`src/rtl/bcd_to_bin_if.sv`:
```
// Handshake/data bundle for the iterative BCD-to-binary converter.
// The err signal exists only when BCD_ERR_CHK_EN is defined.
interface bcd_to_bin_if #(
    parameter int N_DIGITS = 4,
    parameter int BIN_W    = 16
);
    logic                  start;
    logic [4*N_DIGITS-1:0] bcd_in;
    logic                  busy;
    logic                  done;
    logic [BIN_W-1:0]      bin;
`ifdef BCD_ERR_CHK_EN
    logic                  err;
`endif

    modport master (
        output start,
        output bcd_in,
        input  busy,
        input  done,
        input  bin
`ifdef BCD_ERR_CHK_EN
        ,
        input  err
`endif
    );

    modport slave (
        input  start,
        input  bcd_in,
        output busy,
        output done,
        output bin
`ifdef BCD_ERR_CHK_EN
        ,
        output err
`endif
    );
endinterface

```
`src/rtl/bcd_to_bin.sv`:
```
// Iterative BCD-to-binary converter (reverse double-dabble, one bit per clock).
// Optional macro BCD_ERR_CHK_EN adds input digit validation and the err output.
module bcd_to_bin #(
    parameter int N_DIGITS = 4,
    parameter int BIN_W    = 16
) (
    input  logic             clk,
    input  logic             rst,
    bcd_to_bin_if.slave      bus
);
    localparam int WORK_W = 4*N_DIGITS + BIN_W;
    localparam int CNT_W  = (BIN_W > 1) ? $clog2(BIN_W) : 1;

    localparam logic [1:0] IDLE = 2'd0;
    localparam logic [1:0] CONV = 2'd1;
    localparam logic [1:0] DONE = 2'd2;

    logic [1:0]        state_q, state_d;
    logic [WORK_W-1:0] work_q, work_d;
    logic [CNT_W-1:0]  cnt_q, cnt_d;
    logic [BIN_W-1:0]  bin_q, bin_d;
    logic [WORK_W-1:0] shifted, corrected;
    logic [3:0]        digit;
`ifdef BCD_ERR_CHK_EN
    logic              err_q, err_d;
    logic              bad_input;
    logic [3:0]        in_digit;
`endif

    // One dabble step: shift right, then pull every BCD digit >= 8 back by 3.
    always_comb begin
        shifted   = work_q >> 1;
        corrected = shifted;
        digit     = 4'd0;
        for (int i = 0; i < N_DIGITS; i++) begin
            digit = shifted[BIN_W + 4*i +: 4];
            if (digit >= 4'd8) begin
                corrected[BIN_W + 4*i +: 4] = digit - 4'd3;
            end
        end
    end

`ifdef BCD_ERR_CHK_EN
    always_comb begin
        bad_input = 1'b0;
        in_digit  = 4'd0;
        for (int i = 0; i < N_DIGITS; i++) begin
            in_digit = bus.bcd_in[4*i +: 4];
            if (in_digit > 4'd9) begin
                bad_input = 1'b1;
            end
        end
    end
`endif

    always_comb begin
        state_d = state_q;
        work_d  = work_q;
        cnt_d   = cnt_q;
        bin_d   = bin_q;
`ifdef BCD_ERR_CHK_EN
        err_d   = err_q;
`endif
        case (state_q)
            IDLE, DONE: begin
                // DONE accepts start exactly like IDLE so conversions can run back to back.
                if (bus.start) begin
`ifdef BCD_ERR_CHK_EN
                    if (bad_input) begin
                        state_d = DONE;
                        err_d   = 1'b1;
                        bin_d   = '0;
                    end else begin
                        work_d  = {bus.bcd_in, {BIN_W{1'b0}}};
                        cnt_d   = '0;
                        state_d = CONV;
                    end
`else
                    work_d  = {bus.bcd_in, {BIN_W{1'b0}}};
                    cnt_d   = '0;
                    state_d = CONV;
`endif
                end else begin
                    state_d = IDLE;
                end
            end
            CONV: begin
                work_d = corrected;
                cnt_d  = cnt_q + 1'b1;
                if (cnt_q == CNT_W'(BIN_W - 1)) begin
                    bin_d   = corrected[BIN_W-1:0];
                    state_d = DONE;
`ifdef BCD_ERR_CHK_EN
                    err_d   = 1'b0;
`endif
                end
            end
            default: begin
                state_d = IDLE;
            end
        endcase
    end

    always_ff @(posedge clk or posedge rst) begin
        if (rst) begin
            state_q <= IDLE;
            work_q  <= '0;
            cnt_q   <= '0;
            bin_q   <= '0;
`ifdef BCD_ERR_CHK_EN
            err_q   <= 1'b0;
`endif
        end else begin
            state_q <= state_d;
            work_q  <= work_d;
            cnt_q   <= cnt_d;
            bin_q   <= bin_d;
`ifdef BCD_ERR_CHK_EN
            err_q   <= err_d;
`endif
        end
    end

    assign bus.busy = (state_q == CONV);
    assign bus.done = (state_q == DONE);
    assign bus.bin  = bin_q;
`ifdef BCD_ERR_CHK_EN
    assign bus.err  = err_q;
`endif
endmodule

```
`src/flat_wrapper.sv`:
```
// flat-port wrapper written by rule: the top's interface ports become plain ports
module bcd_to_bin_flat 
#(
    parameter int N_DIGITS = 4,
    parameter int BIN_W    = 16
)
  (clk, rst, bus_start, bus_bcd_in, bus_busy, bus_done, bus_bin);
  bcd_to_bin_if #(.N_DIGITS(N_DIGITS), .BIN_W(BIN_W)) bus_i ();
  input  logic clk;
  input  logic rst;
  input wire logic [$bits(bus_i.start)-1:0] bus_start;
  input wire logic [$bits(bus_i.bcd_in)-1:0] bus_bcd_in;
  output wire logic [$bits(bus_i.busy)-1:0] bus_busy;
  output wire logic [$bits(bus_i.done)-1:0] bus_done;
  output wire logic [$bits(bus_i.bin)-1:0] bus_bin;
  assign bus_i.start = bus_start;
  assign bus_i.bcd_in = bus_bcd_in;
  assign bus_busy = bus_i.busy;
  assign bus_done = bus_i.done;
  assign bus_bin = bus_i.bin;
  bcd_to_bin #(.N_DIGITS(N_DIGITS), .BIN_W(BIN_W)) u_core (.clk(clk), .rst(rst), .bus(bus_i));
endmodule
```
`config.mk`:
```
export PLATFORM = sky130hd
export DESIGN_NAME = bcd_to_bin_flat
export DESIGN_NICKNAME = d
export VERILOG_FILES = /design/src/rtl/bcd_to_bin_if.sv /design/src/rtl/bcd_to_bin.sv /design/src/flat_wrapper.sv
export SDC_FILE = /design/constraint.sdc
export NUM_CORES = 1
export LEC_CHECK = 0
export ABC_AREA = 1
export BUFFER_PORTS_ARGS = -buffer_cell sky130_fd_sc_hd__buf_2
export CORE_MARGIN = 2
export CORE_UTILIZATION = 25
export DETAILED_ROUTE_END_ITERATION = 8
export GPL_TIMING_DRIVEN = 0
export MAX_ROUTING_LAYER = met4
export SLEW_MARGIN = 20
export SYNTH_ARGS = -nofsm -noshare
export SYNTH_HDL_FRONTEND = slang
export SYNTH_SLANG_ARGS = --single-unit
```
`constraint.sdc`:
```
create_clock -name clk -period 2.25 [get_ports clk]
set_input_delay 0.1125 -clock clk [delete_from_list [all_inputs] [get_ports clk]]
set_output_delay 0.1125 -clock clk [all_outputs]
set_load 0.05 [all_outputs]
```
* Word-level counts from Yosys, hierarchy flattened *
Index checks and enable logic that the tools add are counted.

operators by class
  add/sub/neg operators = 5
  magnitude comparators = 4
  equality and inequality tests = 5
  mux-type cells = 11
  reductions and logical operators = 5

operators by type and width
  cell                                                                                  count
  32-bit one-hot mux with 2 select lines                                                1
  32-bit 2-to-1 mux                                                                     1
  4-bit 2-to-1 mux                                                                      5
  4-bit greater-or-equal comparator (second input constant)                             3
  4-bit by 2-bit subtractor with 4-bit output (second input constant)                   3
  4-bit one-hot mux with 2 select lines                                                 1
  4-bit by 1-bit adder with 4-bit output (second input constant)                        1
  4-bit equality test (second input constant)                                           1
  3-bit by 4-bit greater-or-equal comparator with 1-bit output (second input constant)  1
  2-bit one-hot mux with 2 select lines                                                 1
  2-bit AND reduction                                                                   2
  3-bit by 2-bit subtractor with 4-bit output (second input constant)                   1
  2-bit by 1-bit equality test with 1-bit output (second input constant)                1
  2-bit equality test (second input constant)                                           1
  2-bit logical NOT                                                                     1
  2-bit 2-to-1 mux                                                                      1
  2-bit by 1-bit inequality test with 1-bit output (second input constant)              1
  2-bit inequality test (second input constant)                                         1
  2-bit nonzero test                                                                    1
  2-bit OR reduction                                                                    1
  1-bit 2-to-1 mux                                                                      1

storage, ports and cells
  register bits after elaboration = 54
  output and inout bits = 18

* Logic depth before layout (Yosys ltp) *
  depth in word-level cells = 4
  depth in mapped cells = 7
  depth with buffers taken out = 6

* Worst setup path before layout *
No wires, ideal clock.

  path kind = flip-flop to flip-flop
  start point = reg u_core.cnt_q[0]
  end point = reg u_core.bin_q[0] (netlist: u_core.bus.bin[0])
  setup time = 123 ps
  arrival time = 1097 ps
  path slack = 1030 ps
  cell stages (with the launch flop) = 6
  buffers on the path = 1
  cells stage by stage = dfrtp_1 -> ha_1 -> nand3_4 -> buf_6 -> o21ai_0 -> nand2_1

on the way
  longest elaborated chain between the ends = 2

ends and longest elaborated chain
  element                        line               text
  start: declaration             bcd_to_bin.sv:20   logic [CNT_W-1:0] cnt_q, cnt_d;
  start signal: assignment       bcd_to_bin.sv:116  cnt_q <= cnt_d;
  4-bit equality test            bcd_to_bin.sv:90   if (cnt_q == CNT_W'(BIN_W - 1)) begin
  2-bit AND reduction (no line)  -
  end signal: assignment         bcd_to_bin.sv:117  bin_q <= bin_d;
  end: declaration               bcd_to_bin.sv:21   logic [BIN_W-1:0] bin_q, bin_d;

No other way between the ends.
A chain may end at the register's enable or synchronous reset.

* Final worst setup path *
  start point = reg u_core.state_q[1]
  end point = out bus_busy

on the way
  longest elaborated chain between the ends = 1

ends and longest elaborated chain
  element                                         line                text
  start: declaration                              bcd_to_bin.sv:18    logic [1:0] state_q, state_d;
  start signal: assignment                        bcd_to_bin.sv:114   state_q <= state_d;
  2-bit by 1-bit equality test with 1-bit output  bcd_to_bin.sv:124   assign bus.busy = (state_q == CONV);
  end: declaration                                flat_wrapper.sv:13  output wire logic [$bits(bus_i.busy)-1:0] bus_busy;

No other way between the ends.

==> results by group <==
Status
  – Status: finished, final reports clean

Power and ir drop
  – Maximum vdd drop: between 0.4 and 0.5 mV
  – P_sw: approximately 0.0022 W
  – Flop pwr share: 0.373
  – Clock share of power: 0.144
  – Switching share of power: 0.474
  – Int Power: roughly 0.0024 W
  – Leakage: approximately 1.5 nW
  – Power share of the combinational group: 0.483
  – Pwr/cell area: about 1600 nW/um^2

Yosys
  – Seq cells post-synth: 53
  – Top-area cell type share of the netlist area: 0.535
  – Synth Instances: between 200 and 300
  – Syn Area/Cell: between 8 and 9 sq um
  – Yosys warns: 0
  – Count of different cell masters after synthesis: 25
  – Top cells by area, synth: dfrtp_1 53%, nand2_1 15%, nand3_1 5.2%, inv_1 5.1%, ha_1 3.5%
  – Area leader, netlist: dfrtp_1
  – Net Count, Synth: 318
  – Sequential share of the synthesized area: 0.535
  – Synth Cell Area: roughly 2500 sq um

Clock tree
  – Post_cts resized: 0
  – H-tree depth: 2
  – Root Driver: clkbuf_8
  – CTS tree: yes
  – Clk slew on worst S/H paths: ~0.1 ns
  – Sink Count: 53
  – CTS Buffer Depth: 2
  – Total CTS buffers: 5
  – Worst skew pair latency: approximately 0.31 ns

Critical path
  – RR Startpoint: u_core.cnt_q[0]
  – Nature of the critical path startpoint: register
  – Endpoint type of the worst setup path: primary output
  – Reg2Reg Depth: 6
  – Worst EP required: between 2 and 2.5 ns
  – Crit path kind: register to primary output
  – Worst EP arrival: 1.55 ns
  – Worst Setup SP: u_core.state_q[1]
  – Crit path max fanout: 10

Global route
  – First-pass GRT wire length: 9380 microns
  – GRT Max-Usage Layer: met2
  – Grt total ovfl: 0
  – Via count of the first global-routing pass: between 1500 and 2000
  – Met1 Use GR: 0.142
  – Met3 Usage GRT: 0.0239
  – Initial antenna violation count: 0
  – Largest net degree at the start of global routing: 54
  – Met2 usage: 0.175
  – GRT Total Usage: 0.110

Timing
  – Setup tns final: 0 ns
  – Final setup violating endpoints: 0
  – Fmax: ~0.60 GHz
  – Max-slew headroom: 0.558
  – Setup ws final: approximately 0.59 ns
  – Final hold vios: 0
  – Fraction of the cycle the final worst path needs: 0.739
  – Slew Viols, Final: 0
  – Worst hold margin: 0.00775 ns
  – Tmin final: 1.66 ns
  – Slew @ Worst Pin: 0.663 ns
  – RSZ-0062 raised after global routing: false
  – Clock Skews: approximately 0.0099 ns

Place
  – Routability Congestion: roughly 0.8
  – Place WS: 0.875 ns
  – IO Port Bufs: 36
  – Placed cell count: approximately 460
  – Placed cell areas: ~2800 sq um
  – Dpl hpwl: around 3700 microns

Cells and area
  – Most common cell after layout, fill and taps aside: nand2_1
  – Total Nets Final: about 360
  – Share of cells above drive strength 1: 0.184
  – Commonest non-fill, non-tap cells in the layout: 97 x nand2_1, 53 x dfrtp_1, 40 x buf_2, 33 x inv_1, 26 x nand3_1
  – Area grow syn2layout: 19.0%
  – Final Cell Area: just under 3000 sq um
  – Filler instances: approximately 1100
  – Ant. Diodes: 0
  – Layout Cells excl Fill: 470

Run
  – Max_cap viols: 0

Detailed routing
  – DRT iter0 DRCs: 64
  – TritonRoute pass-1 iters: 5
  – DR vias: around 2000
  – Total Wirelength: 5290 microns
  – Antenna Nets Post-Route: 0
  – Average vias per placed instance: ~4.2
  – # DRC: 0
  – Routed wire per std cell: 11.3 microns

Floorplanning
  – Core Box Area: 9680 sq um
  – Die width: around 100 microns
  – DIE HEIGHT: just over 100 microns
  – Boundary Pins: 37
  – Rows: 36
  – Initial Utilization: 0.256
  – Die area: roughly 11000 sq um

Hold path
  – Hold depth: 3
  – Hold WC Path Type: input port to register
  – Min-delay src: bus_bcd_in[15]
## per-layer routing
metal | up-vias | routed length, microns
li1 | 1008 | -
met1 | 900 | 2620
met2 | 41 | 2400
met3 | 7 | 218
met4 | 0 | 51
met5 | - | 0
## worst paths after layout
check	end	slack, ns
max in group asynchronous	u_core.work_q[3]	1.36
hold / removal	u_core.work_q[31]	0.008
hold reg to reg	u_core.work_q[31]	0.48
setup reg to reg	u_core.bus.bin[0]	0.85
min in group asynchronous	u_core.work_q[26]	0.43
setup / recovery	bus_busy	0.59
## sequential cells by signal (all words and copies together), names as in the netlist
register        count
u_core.bus.bin     16
u_core.cnt_q        4
u_core.work_q      31
u_core.state_q      2
## kinds of logic (layout without fill, tap and decap cells)
| kind of cell | after synthesis | after routing | synth area share |
|---|---|---|---|
| simple gates | 143 | 143 | 0.253 |
| flops | 53 | 53 | 0.535 |
| buf+inv | 49 | 94 | 0.0883 |
| compound gates | 39 | 39 | 0.0853 |
| fa+ha+maj | 7 | 7 | 0.0353 |
| xor+xnor | 1 | 1 | 0.00353 |
## timing repair
item,in CTS,in global routing
endpoints found under the hold margin,53,0
setup buffers,0,0
hold buffers,1,0
## through the flow
stage	total power, W	util
final	0.00458	0.305
after global routing	0.00501	0.305
after CTS	0.00464	0.305
after global placement	0.00389	0.292
after detailed placement	0.00397	0.292
after floorplan	0.00342	-
## synthesized netlist by cell type
cell	n
ha_1	7
o21ai_1	5
clkinv_1	1
nand2_4	2
nand4_1	1
inv_2	1
buf_4	1
buf_6	2
nand2_2	1
or2_2	3
dfrtp_1	53
nand3_1	26
a21oi_1	4
nand3_4	1
nand2_1	97
xnor2_1	1
o21ai_0	17
buf_2	4
o22ai_1	13
buf_1	1
buf_8	1
nor2_8	1
inv_1	34
nor2_1	11
clkbuf_1	4
## layout make-up
class | instances | area [sq um] | share of cell area
sequential | 53 | 1330 | 0.449
clock buffer | 5 | 68.8 | 0.0233
inverter | 36 | 138 | 0.0466
tap | 133 | 166 | 0.0564
timing repair buffer | 37 | 190 | 0.0644
multi-input combinational | 190 | 935 | 0.317
clock inverter | 3 | 43.8 | 0.0148
buffer | 13 | 83.8 | 0.0284
## power by group through the flow
stage               Clock [W]  Combinational (W)  Sequential (W)
floorplan                   0            0.00123         0.00219
global placement            0            0.00218         0.00171
detailed placement          0            0.00224         0.00173
CTS                  0.000691            0.00224         0.00171
global route         0.000723            0.00250         0.00178
finish               0.000660            0.00221         0.00171
## worst max-delay path, stage by stage, from the launching register on
cell	delay (ns)
dfrtp_1	0.37
inv_1	0.10
nand2_4	0.13
inv_1	0.11
buf_2	0.23
buf_2	0.30
Note: power is estimated with default switching activity, not from simulation.
